--- src/rtl/tmr_fault_manager.sv ---
// tmr_fault_manager: classifies TMR voter disagreements, masks a persistently faulty core, sequences restart, halts on loss of majority
//   clk, rst_in (async active-low)
//   Voter_state[1:0] 00 agree / 01 A / 10 B / 11 C out-voted; vote_fail no majority; scrub_req restart request
//   core_mask[2:0] excluded cores; core_rst_n core reset; sys_halt fatal flag; err_irq classification pulse
//   fault_cnt saturating event count; fm_state 00 NORMAL / 01 DEGRADED / 10 RECOVER / 11 FATAL
module tmr_fault_manager #(
    parameter int FAULT_THRESH = 4,
    parameter int RST_CYCLES   = 8,
    parameter int CNT_W        = 8
) (
    input  logic             clk,
    input  logic             rst_in,
    input  logic [1:0]       Voter_state,
    input  logic             vote_fail,
    input  logic             scrub_req,
    output logic [2:0]       core_mask,
    output logic             core_rst_n,
    output logic             sys_halt,
    output logic             err_irq,
    output logic [CNT_W-1:0] fault_cnt,
    output logic [1:0]       fm_state
);
    typedef enum logic [1:0] {NORMAL = 2'b00, DEGRADED = 2'b01, RECOVER = 2'b10, FATAL = 2'b11} state_t;
    localparam int RUN_W = $clog2(FAULT_THRESH + 1);
    localparam int TMR_W = $clog2(RST_CYCLES + 1);
    localparam logic [RUN_W-1:0] THR = RUN_W'(FAULT_THRESH);
    localparam logic [TMR_W-1:0] TMR_LAST = TMR_W'(RST_CYCLES - 1);
    state_t             state_q, state_d;
    logic [2:0]         mask_q, mask_d;
    logic [RUN_W-1:0]   run_q, run_d;
    logic [1:0]         run_core_q, run_core_d;
    logic [TMR_W-1:0]   tmr_q, tmr_d;
    logic [CNT_W-1:0]   cnt_q, cnt_d;
    logic               irq_q, irq_d;
    logic               trans, pers;
    logic [1:0]         idx;
    logic [CNT_W:0]     sum;
    assign idx = Voter_state - 2'd1;
    always_comb begin
        state_d    = state_q;
        mask_d     = mask_q;
        run_d      = run_q;
        run_core_d = run_core_q;
        tmr_d      = tmr_q;
        irq_d      = 1'b0;
        trans      = 1'b0;
        pers       = 1'b0;
        case (state_q)
            NORMAL: begin
                if (vote_fail) begin
                    state_d = FATAL;
                    irq_d   = 1'b1;
                    run_d   = '0;
                end else if (Voter_state == 2'b00) begin
                    trans = run_q != '0;
                    run_d = '0;
                end else begin
                    // a change of out-voted core ends the previous run and starts a new one
                    trans      = run_q != '0 && run_core_q != Voter_state;
                    run_d      = trans ? RUN_W'(1) : run_q + 1'b1;
                    run_core_d = Voter_state;
                    if (run_d == THR) begin
                        pers         = 1'b1;
                        mask_d[idx]  = 1'b1;
                        state_d      = DEGRADED;
                        run_d        = '0;
                    end
                end
            end
            DEGRADED: begin
                if (vote_fail || (Voter_state != 2'b00 && !mask_q[idx])) begin
                    state_d = FATAL;
                    irq_d   = 1'b1;
                end else if (scrub_req) begin
                    state_d = RECOVER;
                    tmr_d   = '0;
                end
            end
            RECOVER: begin
                run_d   = '0;
                state_d = tmr_q == TMR_LAST ? NORMAL : RECOVER;
                tmr_d   = tmr_q == TMR_LAST ? tmr_q : tmr_q + 1'b1;
            end
            default: ;
        endcase
        // the mask is released during the final reset cycle so the cores restart fully voting
        mask_d = (state_d == RECOVER && tmr_d == TMR_LAST) ? 3'b000 : mask_d;
        irq_d  = irq_d | trans | pers;
        sum    = {1'b0, cnt_q} + (CNT_W+1)'(trans) + (CNT_W+1)'(pers);
        cnt_d  = sum[CNT_W] ? {CNT_W{1'b1}} : sum[CNT_W-1:0];
    end
    always_ff @(posedge clk or negedge rst_in) begin
        if (!rst_in) begin
            state_q    <= NORMAL;
            mask_q     <= '0;
            run_q      <= '0;
            run_core_q <= '0;
            tmr_q      <= '0;
            cnt_q      <= '0;
            irq_q      <= 1'b0;
        end else begin
            state_q    <= state_d;
            mask_q     <= mask_d;
            run_q      <= run_d;
            run_core_q <= run_core_d;
            tmr_q      <= tmr_d;
            cnt_q      <= cnt_d;
            irq_q      <= irq_d;
        end
    end
    assign core_mask  = mask_q;
    assign core_rst_n = state_q != RECOVER;
    assign sys_halt   = state_q == FATAL;
    assign err_irq    = irq_q;
    assign fault_cnt  = cnt_q;
    assign fm_state   = state_q;
endmodule

--- config.mk ---
export PLATFORM = sky130hd
export DESIGN_NAME = tmr_fault_manager
export DESIGN_NICKNAME = d
export VERILOG_FILES = /design/src/rtl/tmr_fault_manager.sv
export SDC_FILE = /design/constraint.sdc
export NUM_CORES = 1
export LEC_CHECK = 0
export BUFFER_PORTS_ARGS = -buffer_cell sky130_fd_sc_hd__buf_4
export CORE_MARGIN = 1
export CORE_UTILIZATION = 40
export CTS_BUF_LIST = sky130_fd_sc_hd__clkbuf_8
export CTS_CLUSTER_SIZE = 10
export DETAILED_ROUTE_END_ITERATION = 8
export GPL_TIMING_DRIVEN = 0
export PLACE_DENSITY_LB_ADDON = 0.25
export SKIP_LAST_GASP = 1
export SLEW_MARGIN = 15
export SYNTH_ARGS = -nofsm -noshare
export SYNTH_HDL_FRONTEND = slang
export SYNTH_SLANG_ARGS = --single-unit
--- constraint.sdc ---
create_clock -name clk -period 3.49 [get_ports clk]
set_input_delay 0.8725 -clock clk [delete_from_list [all_inputs] [get_ports clk]]
set_output_delay 0.8725 -clock clk [all_outputs]
set_load 0.01 [all_outputs]
# Word-level counts from Yosys, hierarchy flattened
# Index checks and enable logic that the tools add are counted.
[word_totals] elab_cells=81 in_bits=6 register_bits=23 output_inout_bits=16
[classes] bitwise_logic=5 addsub=5 n_lt_le_gt_ge=2 reduce_logical=15 muxes=36 eq_ne=11
[op_table] cell="$mux 3" count=9
[op_table] cell="$mux 2" count=6
[op_table] cell="$mux 4" count=3
[op_table] cell="$mux 1" count=11
[op_table] cell="$add 8x1->9" count=1
[op_table] cell="$add 9x1->9" count=1
[op_table] cell="$eq 4x3->1 const B" count=2
[op_table] cell="$mux 8" count=1
[op_table] cell="$pmux 4 s2" count=1
[op_table] cell="$reduce_bool 2->1" count=4
[op_table] cell="$eq 2x2->1 const B" count=3
[op_table] cell="$pmux 2 s3" count=1
[op_table] cell="$pmux 3 s2" count=1
[op_table] cell="$add 4x1->4 const B" count=1
[op_table] cell="$logic_and 1x1->1" count=4
[op_table] cell="$logic_not 2->1" count=2
[op_table] cell="$ne 2x1->1 const B" count=2
[op_table] cell="$reduce_and 4->1" count=1
[op_table] cell="$add 3x1->3 const B" count=1
[op_table] cell="$eq 3x3->1 const B" count=1
[op_table] cell="$lt 2x3->1 const B" count=1
[op_table] cell="$or 3x3->3" count=1
[op_table] cell="$reduce_and 3->1" count=1
[op_table] cell="$reduce_bool 3->1" count=1
[op_table] cell="other kinds (12)" count=14

# Longest topological paths before layout
# Gate-level depths: netlist (run 1).
[depth] word_depth=12 mapped_depth=12

# Least setup slack after synthesis (run 1)
# OpenSTA, ideal clock, no wires.
[synth_path] kind="input-to-reg" start="input Voter_state[0]" end="register cnt_q[1], in the netlist fault_cnt[1]" cell_stages=11 slack_ps=217 n_path_buf=0 required_time_ps=3420 arrival_ps=3203 path_cell_list="inv_1 > ha_1 > or4_1 > nor3_1 > inv_1 > fa_1 > inv_1 > ha_1 > and3_1 > nand3_1 > nand2b_1"
[synth_between] elab_chain_cells=10 word_cells_on_any_way=15 cone_classes="2 x add/sub; 2 x eq/ne; 9 x mux; 2 x reduce/logical"
[synth_lines] item="start, declared" line="13" rtl="input logic [1:0] Voter_state,"
[synth_lines] item="branches (longest 8 deep; another with $add 8x1->9)"
[synth_lines] item="$add 9x1->9 (*)" line="89" rtl="sum = {1'b0, cnt_q} + (CNT_W+1)'(trans) + (CNT_W+1)'(pers);"
[synth_lines] item="$mux 8 (*)" line="90" rtl="cnt_d = sum[CNT_W] ? {CNT_W{1'b1}} : sum[CNT_W-1:0];"
[synth_lines] item="named net cnt_d[1]" line="33" rtl="logic [CNT_W-1:0] cnt_q, cnt_d;"
[synth_lines] item="end signal, assigned" line="107" rtl="cnt_q <= cnt_d;"
[synth_lines] item="end, declared" line="33"
# Mark *: on every way through the listed nets, which the timed path passes.
# A chain may end at the register's enable or synchronous reset.

# Worst setup path in the final report (run 1)
# Same ends and word-level chain as after synthesis.

==> results of run 1 <==
==> cell usage in the layout, fill, tap and decap left out, types with 2 or more instances in the layout <==
cell / synthesis / layout
nor2b_1: 2 / 2
xor2_1: 3 / 3
buf_4: 0 / 21
o211ai_1: 2 / 2
nand2b_1: 4 / 4
nor3_1: 3 / 2
a221oi_1: 2 / 2
ha_1: 12 / 12
inv_1: 16 / 16
nor2_1: 5 / 5
nand3_1: 3 / 2
xnor2_1: 4 / 4
a31oi_1: 4 / 4
a21oi_1: 12 / 12
or3_1: 2 / 2
clkbuf_8: 0 / 3
or4_1: 2 / 2
mux2_2: 2 / 2
nand2_1: 19 / 19
o21ai_1: 2 / 2
o21ai_0: 2 / 2
a21o_1: 2 / 2
and3_1: 3 / 3
dfrtp_1: 23 / 23
nand4b_1: 2 / 2
==> registers in the layout, summed over array words and instances (netlist names) <==
name	count
err_irq	1
fm_state	2
fault_cnt	8
run_q	3
core_mask	3
tmr_q	4
run_core_q	2
==> metal layers <==
metal / share of wire, % / routed length (um) / track usage, % / up-vias
met4: 1.3 / 42 / 7.10 / 0
met2: 47 / 1550 / 27.3 / 22
met1: 48 / 1570 / 23.9 / 598
li1: - / - / - / 624
met3: 3.3 / 107 / 2.36 / 5
met5: 0 / 0 / 0 / -
==> what timing repair did <==
item | CTS | global route
endpoints found under the setup margin | 5 | 6
buffers inserted | 0 | 0
gates resized for setup | 1 | 1
==> cells by family (layout without fill, tap and decap cells) <==
logic type / Yosys count / after routing / share of synthesized area [%]
and+or+nand+nor: 52 / 52 / 18.4
AOI/OAI and AO/OA: 43 / 43 / 21.5
DFF: 23 / 23 / 38.1
buffers and inverters: 18 / 43 / 4.47
adders and majority gates: 13 / 13 / 11.3
xor gates and xnor gates: 7 / 7 / 4.06
muxes: 3 / 3 / 2.15
==> per-stage QoR <==
step           setup TNS [ps]  cells  utilization, %
2_1_floorplan               0    159               -
3_3_place_gp            -1560    226            49.7
3_5_place_dp            -2040    226            49.7
4_1_cts                     0    230            51.3
5_1_grt                 -1.89    230            51.4
6_report                    0    230            51.4
==> final cells by class <==
cell class | instances | area share [%]
multi-input cells | 118 | 49.2
flip-flops and latches | 23 | 32.3
repair buffers | 21 | 8.84
inverters | 17 | 3.58
well taps | 46 | 3.23
clock buffers | 3 | 2.31
clock inverters | 1 | 0.421
plain buffers | 1 | 0.210
==> worst max-delay path by stage <==
| stage | cells after the start | slack, ps | to |
|---|---|---|---|
| floorplan | 11 | 220 | fault_cnt[1] |
| global placement | 12 | -250 | fault_cnt[1] |
| detailed placement | 12 | -310 | fault_cnt[1] |
| CTS | 12 | 90 | fault_cnt[1] |
| global route | 12 | -2 | fault_cnt[6] |
| finish | 12 | 160 | fault_cnt[1] |
==> power by group <==
group	switching, uW	internal [uW]
sequential	67.9	340
combinational	389	288
clock	91.9	80.8
==> impl_results.md, run 1 <==
- Status: finished, final reports clean
- Slew Limit Fails: 0
- Post-synthesis register bit count: 23
- Port bufs: 21
- Drt total wl: 3.28 mm
- Setup violators final: 0
- IR drop worst, VDD: 0.000308 V
- Crit-path leading delay family: simple AND/OR/NAND/NOR gates
- Post-route cell area: 1780 um2
- Cell row count: 21
- Initial Util: 43.5%
- CTS Root Cell: clkbuf_8
- Min-Delay Path Class: in2async
- Vias in the first global route: 1193
- Fill cells: 344
- Crit start category: primary input
- Crit path time final: 3330 ps
- RSZ-0062 raised after global routing: yes
- Reg2reg path depth: 12
- Layout cell share with drive strength beyond 1: 19.6%
- Worst Path Buf+Inv: 4
- Most frequent CP cell: inv_1
- Most frequent cell after synthesis: dfrtp_1
- Core area: 3470 um2
- # hold bufs at CTS: 0
- Post-synth net total: 178
- EDFF count, synth: 0
- GPL Wtd Cong: 0.885
- Ys async rst share: 100%
- Max Clk Rate: 301 MHz
- Register Area: 576 um2
- Mapped Cells: 159
- Min setup slack post-route: 164 ps
- Avg Synthesized Cell Area: 9.50 um2
- Top cell type by total area after synthesis: dfrtp_1
- DR WL/cell: 14.2 um
- Global Route Usage Sum: 17.4%
- Least-Margin Pin Slew: 535 ps
- Reg2reg start: fm_state[1]
- Critical Path Start: Voter_state[0]
- Ys Warns: 0
- Initial antenna violation count: 0
- Fin nets: 204
- CTS Buf Count: 3
- Pleak: 0.000862 uW
- Synth top cells by count: 23 x dfrtp_1, 19 x nand2_1, 16 x inv_1, 12 x a21oi_1, 12 x ha_1
- Max Cap Violations: 0
- Drt first pass iters: 4
- Synth Flop Type: dfrtp_1
- Worst Skew: 1.67 ps
- Die span in x: 63.4 um
- CTS tree: done
- CTS sink count: 23
- Area Growth Syn to Fin: 18.1%
- Post-route ant nets: 0
- Clock transition at path regs: 90 ps
- DP Wirelength: 2.53 mm
- Fin Hold WS: 485 ps
- Top Ports: 22
- DRC marker count from the first detailed-route iteration: 55
- Critical Path End Type: flip-flop
- R2r setup slk: 330 ps
- Power Density: 705 nW/um2
- Sequential share of the synthesized area: 38.1%
- Place WS: -314 ps
- Slowest cell delay on critical path: 590 ps
- Cell variety after synth: 51
- Global-route wire length before repair: 5.44 mm
- CP Data Required Time: 3700 ps
- CTS H-tree depth: 1
- Slew headroom: 64.3%
- Largest net degree at the start of global routing: 24
- Area of the mapped netlist: 1510 um2
- CP Data Arrival Time: 3530 ps
- Final Hold Fails: 0
- Vias: 1249
- Cell area after placement: 1730 um2
- Longest Clk Path Bufs: 2
- Slowest CP cell: or4_1
- Tcrit/Tclk final: 95.3%
- Die area: 4030 um2
- Worst-Skew Late Latency: 270 ps
- Area of the multi-input gates: 877 um2
- CP Cell Sequence: buf_4 > inv_1 > ha_1 > or4_1 > nor3_2 > inv_1 > fa_1 > inv_1 > ha_1 > and3_1 > nand3_2 > nand2b_1
- Worst R2R End: fault_cnt[1]
- Synth top area share: 38.1%
- Post-route DRC: 0
- Grt total ovfl: 0
- Final Power: 1260 uW
- Antenna cell count: 0
- Worst Path Max Fanout: 7
- WS Path Type: in2reg
- Ranking of synthesized cells by area: dfrtp_1 38%, ha_1 9.9%, nand2_1 4.7%, a21oi_1 4.0%, inv_1 4.0%
- Vert. Die Dim: 63.4 um
- Post-DR vias/cell: 5.43
Power figures use the tool's default switching activity.
==> inputs of run 2 (changes only) <==
--- a/config.mk
+++ b/config.mk
@@ -6,15 +6,17 @@
 export NUM_CORES = 1
 export LEC_CHECK = 0
 export BUFFER_PORTS_ARGS = -buffer_cell sky130_fd_sc_hd__buf_4
+export CORE_ASPECT_RATIO = 1.75
 export CORE_MARGIN = 1
 export CORE_UTILIZATION = 40
 export CTS_BUF_LIST = sky130_fd_sc_hd__clkbuf_8
 export CTS_CLUSTER_SIZE = 10
 export DETAILED_ROUTE_END_ITERATION = 8
 export GPL_TIMING_DRIVEN = 0
-export PLACE_DENSITY_LB_ADDON = 0.25
+export PLACE_DENSITY = 0.6
 export SKIP_LAST_GASP = 1
 export SLEW_MARGIN = 15
 export SYNTH_ARGS = -nofsm -noshare
 export SYNTH_HDL_FRONTEND = slang
 export SYNTH_SLANG_ARGS = --single-unit
+export TNS_END_PERCENT = 10
==> run 2 against run 1 <==
  * Final cell count stayed put
  * Clock skew increased by 2.5 ps
  * Via count up 4.6%
  * Combinational power rose by 2%
  * Maximum frequency increased by 1.2%
  * Critical endpoint unchanged
  * Non-clock buffer count stayed put
  * Global-route usage increased by 2.0 points
  * Sequential power grew 2%
  * Sequential cell count did not move
  * Largest cell class unchanged
  * Cell area grew 0.35%
==> impl_results.md, run 2 (synthesis results as in run 1) <==
- Status: finished, final reports clean
- Worst R2R End: fault_cnt[1]
- Most frequent cells in the layout: 23 x dfrtp_1, 21 x buf_4, 19 x nand2_1, 16 x inv_1, 12 x a21oi_1
- CTS sink count: 23 (unchanged)
- Die area: 4040 um2 (+0.25%)
- Reg2reg path depth: 12 (unchanged)
- Max Cap Violations: 0 (unchanged)
- Least-Margin Pin Slew: 557 ps (+22.2 ps)
- Min setup slack post-route: 205 ps (+40.9 ps)
- Vias in the first global route: 1431 (+20%)
- Final Power: 1280 uW (+1.6%)
- Area Growth Syn to Fin: 18.6%
- Grt total ovfl: 0 (unchanged)
- Most common cell after layout, fill and taps aside: dfrtp_1
- Initial Util: 41.6% (-1.9 points)
- Tcrit/Tclk final: 94.1% (-1.2 points)
- Final Hold Fails: 0 (unchanged)
- Placed cell count: 226 (unchanged)
- Cell area after placement: 1730 um2 (unchanged)
- Pint: 708 uW (about the same)
- Post-DR vias/cell: 5.68 (+4.6%)
- Critical Path Start: Voter_state[0]
- Antenna cell count: 0 (unchanged)
- IR drop worst, VDD: 0.000326 V (+5.8%)
- Cell row count: 29 (+38%)
- Worst Skew: 4.17 ps (+2.49 ps)
- Vert. Die Dim: 83.3 um (+31%)
- Top Ports: 22 (unchanged)
- Clock transition at path regs: 90 ps (about the same)
- CTS Buf Count: 3 (unchanged)
- R2r setup slk: 350 ps (+20 ps)
- GPL Wtd Cong: 0.817 (-7.7%)
- Post-route cell area: 1790 um2 (+0.35%)
- Clock power share: 13.6% (about the same)
- WS Path Type: in2reg
- CTS H-tree depth: 1 (unchanged)
- Max Clk Rate: 304 MHz (+1.2%)
- CTS tree: done
- Crit start category: primary input
- Min-Delay Path Class: in2async
- Combinational share of power: 54.0% (+0.2 points)
- Setup violators final: 0 (unchanged)
- CP Data Required Time: 3700 ps (about the same)
- Port bufs: 21 (unchanged)
- DP Wirelength: 2.77 mm (+9.4%)
- Layout Utilization: 49.3% (-2.1 points)
- Drt total wl: 3.54 mm (+8.0%)
- Slew Limit Fails: 0 (unchanged)
- Reg2reg start: fm_state[1]
- Layout cell share with drive strength beyond 1: 20.1% (+0.54 points)
- Crit path time final: 3290 ps (-40.9 ps)
- CTS Root Cell: clkbuf_8
- Slew headroom: 62.8% (-1.5 points)
- Core area: 3630 um2 (+4.6%)
- Place WS: -367 ps (-53.1 ps)
- RSZ-0062 raised after global routing: no
- Largest net degree at the start of global routing: 24 (unchanged)
- Initial antenna violation count: 0 (unchanged)
- Power Density: 713 nW/um2 (+1.2%)
- Fin nets: 204 (unchanged)
- Setup Buffers After CTS: 0 (unchanged)
- Reg power frac: 32.5% (about the same)
- Net switching power: 569 uW (+3.6%)
- Post-Layout Cell Count: 230 (unchanged)
- Drt first pass iters: 4 (unchanged)
- Global-route wire length before repair: 6.19 mm (+14%)
- Vias: 1306 (+4.6%)
- Switch share: 44.6% (+0.88 points)
- Critical Path End Type: flip-flop
- Max FFs per register: 8 (unchanged)
- Post-route DRC: 0 (unchanged)
- DRC marker count from the first detailed-route iteration: 14 (-75%)
- Global Route Usage Sum: 19.4% (+2.0 points)
- Die span in x: 48.5 um (-24%)
- Worst Path Max Fanout: 7 (unchanged)
- DR WL/cell: 15.4 um (+8.0%)
- CP Data Arrival Time: 3490 ps (-40 ps)
- Post-route ant nets: 0 (unchanged)
- Longest Clk Path Bufs: 2 (unchanged)
- Pleak: 0.000861 uW (about the same)
- Worst-Skew Late Latency: 270 ps (about the same)
run 2: area by class of cell:
class | instances | area [um2]
buffer | 1 | 3.75
clock buffer | 3 | 41.3
clock inverter | 1 | 5.00
fill | 352 | 1840
inverter | 17 | 63.8
multi-input combinational | 118 | 886
sequential | 23 | 576
tap | 46 | 57.6
timing repair buffer | 21 | 158
run 2: critical path: stages:
cell and delay [ps]:
buf_4 140, inv_1 80, ha_1 290, or4_1 620
nor3_4 210, inv_1 90, fa_1 430, inv_1 80
ha_2 210, and3_1 210, nand3_2 150, nand2b_1 110
run 2: power groups by stage:
stage	Sequential [uW]	Clock, uW	Combinational (uW)
6_report	415	174	689
5_1_grt	427	188	764
4_1_cts	415	176	691
3_5_place_dp	420	0	688
3_3_place_gp	412	0	662
2_1_floorplan	421	0	450
run 2: routing by layer:
| layer | vias to the layer above | global-route usage (%) | part of all wire, % |
|---|---|---|---|
| li1 | 624 | - | - |
| met4 | 0 | 11.0 | 3.8 |
| met5 | - | 0 | 0 |
| met3 | 14 | 2.20 | 3.3 |
| met2 | 39 | 38.2 | 58 |
| met1 | 629 | 18.4 | 35 |
run 2: worst max-delay path by stage:
stage                         endpoint  slack [ps]  cells after the start
after detailed placement  fault_cnt[1]        -370                     12
after global routing      fault_cnt[0]          50                     12
final                     fault_cnt[1]         200                     12
after global placement    fault_cnt[1]        -330                     12
after floorplan           fault_cnt[1]         220                     11
after CTS                 fault_cnt[1]          60                     12
run 2: metrics by stage:
step                      hold WS, ps  setup TNS, ps
final                             488              0
after global routing              501              0
after CTS                         496              0
after detailed placement          501          -2480
after global placement            489          -2200
after floorplan                   470              0
run 2: what timing repair did:
item,4_1_cts,5_1_grt
endpoints found under the setup margin,6,7
hold buffers,0,0
gates resized for setup,1,3
==> inputs of run 3 (changes only) <==
--- a/config.mk
+++ b/config.mk
@@ -5,15 +5,15 @@
 export SDC_FILE = /design/constraint.sdc
 export NUM_CORES = 1
 export LEC_CHECK = 0
-export BUFFER_PORTS_ARGS = -buffer_cell sky130_fd_sc_hd__buf_4
 export CORE_ASPECT_RATIO = 1.75
 export CORE_MARGIN = 1
 export CORE_UTILIZATION = 40
 export CTS_BUF_LIST = sky130_fd_sc_hd__clkbuf_8
 export CTS_CLUSTER_SIZE = 10
 export DETAILED_ROUTE_END_ITERATION = 8
+export DONT_BUFFER_PORTS = 1
 export GPL_TIMING_DRIVEN = 0
-export PLACE_DENSITY = 0.6
+export PLACE_DENSITY = 0.55
 export SKIP_LAST_GASP = 1
 export SLEW_MARGIN = 15
 export SYNTH_ARGS = -nofsm -noshare
==> run 3 against run 2 <==
  * Sequential cell count did not move
  * Power fell by 7.0%
  * Clock power barely moved
  * Critical endpoint unchanged
  * Largest power group unchanged
  * Highest routed layer unchanged
==> impl_results.md, run 3 (synthesis results as in run 1) <==
- CTS H-tree depth: 1 (unchanged)
- Clock power share: 14.5% (+0.9 points)
- CTS tree: done
- R2r setup slk: 250 ps (-100 ps)
- Longest Clk Path Bufs: 2 (unchanged)
- Pint: 648 uW (-8.5%)
- Global-route wire length before repair: 5.58 mm (-9.9%)
- Top Ports: 22 (unchanged)
- Slowest CP cell: or4_1
- Slew headroom: 60.1% (-2.7 points)
- Max Clk Rate: 309 MHz (+1.5%)
- Worst Path Max Fanout: 7 (unchanged)
- Crit start category: flip-flop
- CP Data Required Time: 3700 ps (about the same)
- CP Cell Sequence: inv_1 > ha_2 > inv_2 > or4_1 > nor3_2 > inv_1 > fa_1 > inv_1 > ha_1 > and3_1 > nand3_1 > nand2b_1
- DP Wirelength: 2.62 mm (-5.5%)
- Switch share: 45.5% (+0.95 points)
- Initial antenna violation count: 0 (unchanged)
- Drt first pass iters: 6 (+2)
- Worst R2R End: fault_cnt[1]
- Pleak: 0.000758 uW (-12%)
- Final Hold Fails: 0 (unchanged)
- Clock transition at path regs: 90 ps (about the same)
- Final Power: 1190 uW (-7.0%)
- Setup Buffers After CTS: 0 (unchanged)
- Power Density: 733 nW/um2 (+2.7%)
- Post-route ant nets: 0 (unchanged)
- WS Path Type: reg2reg
- Area Growth Syn to Fin: 7.37%
- Largest net degree at the start of global routing: 24 (unchanged)
- CP Data Arrival Time: 3440 ps (-50 ps)
- IR drop worst, VDD: 0.000305 V (-6.4%)
- DR WL/cell: 16.3 um (+5.8%)
- Fin nets: 183 (-10%)
- DRC marker count from the first detailed-route iteration: 24 (+10)
- Critical Path End Type: flip-flop
- Core area: 3630 um2 (unchanged)
- Area of the multi-input gates: 875 um2 (-1.3%)
- Port bufs: 0 (-100%)
- # hold bufs at CTS: 0 (unchanged)
- Slew Limit Fails: 0 (unchanged)
- Combinational share of power: 48.8% (-5.2 points)
- Worst-Skew Late Latency: 270 ps (about the same)
- Max Cap Violations: 0 (unchanged)
- CTS Root Cell: clkbuf_8
- Cell row count: 29 (unchanged)
- Die area: 4040 um2 (unchanged)
- RSZ-0062 raised after global routing: no
- Least-Margin Pin Slew: 598 ps (+40.4 ps)
- Net switching power: 541 uW (-5.0%)
- Antenna cell count: 0 (unchanged)
- Initial Util: 41.6% (unchanged)
- Routing usage on met2: 35.2% (-2.9 points)
- Crit path time final: 3240 ps (-47.3 ps)
- Worst Skew: 4.13 ps (-0.0373 ps)
- Die span in x: 48.5 um (unchanged)
- Most common cell after layout, fill and taps aside: dfrtp_1
- Register Area: 576 um2 (unchanged)
- Fin Hold WS: 285 ps (-203 ps)
- Global Route Usage Sum: 17.9% (-1.5 points)
- Reg2reg path depth: 12 (unchanged)
- Reg2reg start: fm_state[0]
- Drt total wl: 3.40 mm (-3.8%)
- GPL Wtd Cong: 0.815 (-0.24%)
- Most frequent CP cell: inv_1
- CTS Buf Count: 3 (unchanged)
- Vias: 1201 (-8.0%)
- GR peak layer: met2
- Setup violators final: 0 (unchanged)
- Reg power frac: 36.7% (+4.2 points)
- Slowest cell delay on critical path: 560 ps (-60 ps)
- Met3 capacity usage during global routing: 3.85% (+1.6 points)
- Post-route DRC: 0 (unchanged)
- TNS Setup: 0 ps (unchanged)
- Most frequent cells in the layout: 23 x dfrtp_1, 19 x nand2_1, 16 x inv_1, 12 x a21oi_1, 11 x ha_1
- GRT met1 Usage: 16.9% (-1.5 points)
- CTS sink count: 23 (unchanged)
- Max FFs per register: 8 (unchanged)
- Fill cells: 369 (+4.8%)
- Layout cell share with drive strength beyond 1: 9.20% (-11 points)
- Status: finished, final reports clean
- Vert. Die Dim: 83.3 um (unchanged)
- Post-DR vias/cell: 5.75 (+1.2%)
- Grt total ovfl: 0 (unchanged)
- Min-Delay Path Class: in2async
- Vias in the first global route: 1238 (-13%)
- Tcrit/Tclk final: 92.8% (-1.4 points)
==> run 3: changes by cell type in the layout (fill, tap and decap cells not counted) <==
cell     previous run  this run
nor3_4              1         0
nand3_1             2         3
nand3_2             1         0
nor3_2              0         1
buf_4              21         0
==> run 3: through the flow <==
step | std cells | util (%) | area [um2] | setup WS [ps]
final | 209 | 44.7 | 1620 | 252
after global routing | 209 | 44.7 | 1620 | 49.5
after CTS | 209 | 44.5 | 1610 | 13.7
after detailed placement | 205 | 43.2 | 1570 | -162
after global placement | 205 | 43.2 | 1570 | -132
after floorplan | 159 | - | 1510 | 217
==> run 3: power by group through the flow <==
stage / Combinational (uW) / Sequential, uW / Clock (uW)
after floorplan: 450 / 421 / 0
after global placement: 552 / 439 / 0
after detailed placement: 569 / 443 / 0
after CTS: 573 / 437 / 180
after global routing: 643 / 447 / 189
final: 580 / 436 / 172
==> run 3: how the worst max path moves through the flow <==
stage | startpoint | end | slack (ps) | cells past startpoint
floorplan | Voter_state[0] | fault_cnt[1] | 220 | 11
global placement | Voter_state[0] | fault_cnt[1] | -130 | 11
detailed placement | Voter_state[0] | fault_cnt[1] | -160 | 11
CTS | fm_state[0] | fault_cnt[1] | 10 | 12
global route | fm_state[0] | fault_cnt[1] | 50 | 12
finish | fm_state[0] | fault_cnt[1] | 250 | 12
==> run 3: cell type report <==
| cell class | instances | share of cell area [%] |
|---|---|---|
| Buffer | 1 | 0.231 |
| Clock buffer | 3 | 2.55 |
| Clock inverter | 1 | 0.309 |
| Inverter | 17 | 3.94 |
| Multi-Input combinational cell | 118 | 53.9 |
| Sequential cell | 23 | 35.5 |
| Tap cell | 46 | 3.55 |
==> run 3: worst max-delay path: cells and delay by family, from the launching register on <==
family,cells,cell delay (ps)
adders and majority gates,3,930
and+or+nand+nor,5,1360
DFF,1,460
buffers and inverters,4,430
==> run 3: what timing repair did <==
action | in CTS | in global routing
resized for setup | 0 | 2
hold endpoints to repair | 0 | 0
endpoints found under the setup margin | 0 | 7
==> run 3: per-layer routing <==
metal / vias up / share of wire (%)
met5: - / 0
met4: 0 / 2.1
met3: 7 / 3.5
met2: 28 / 58
met1: 588 / 36
li1: 578 / -
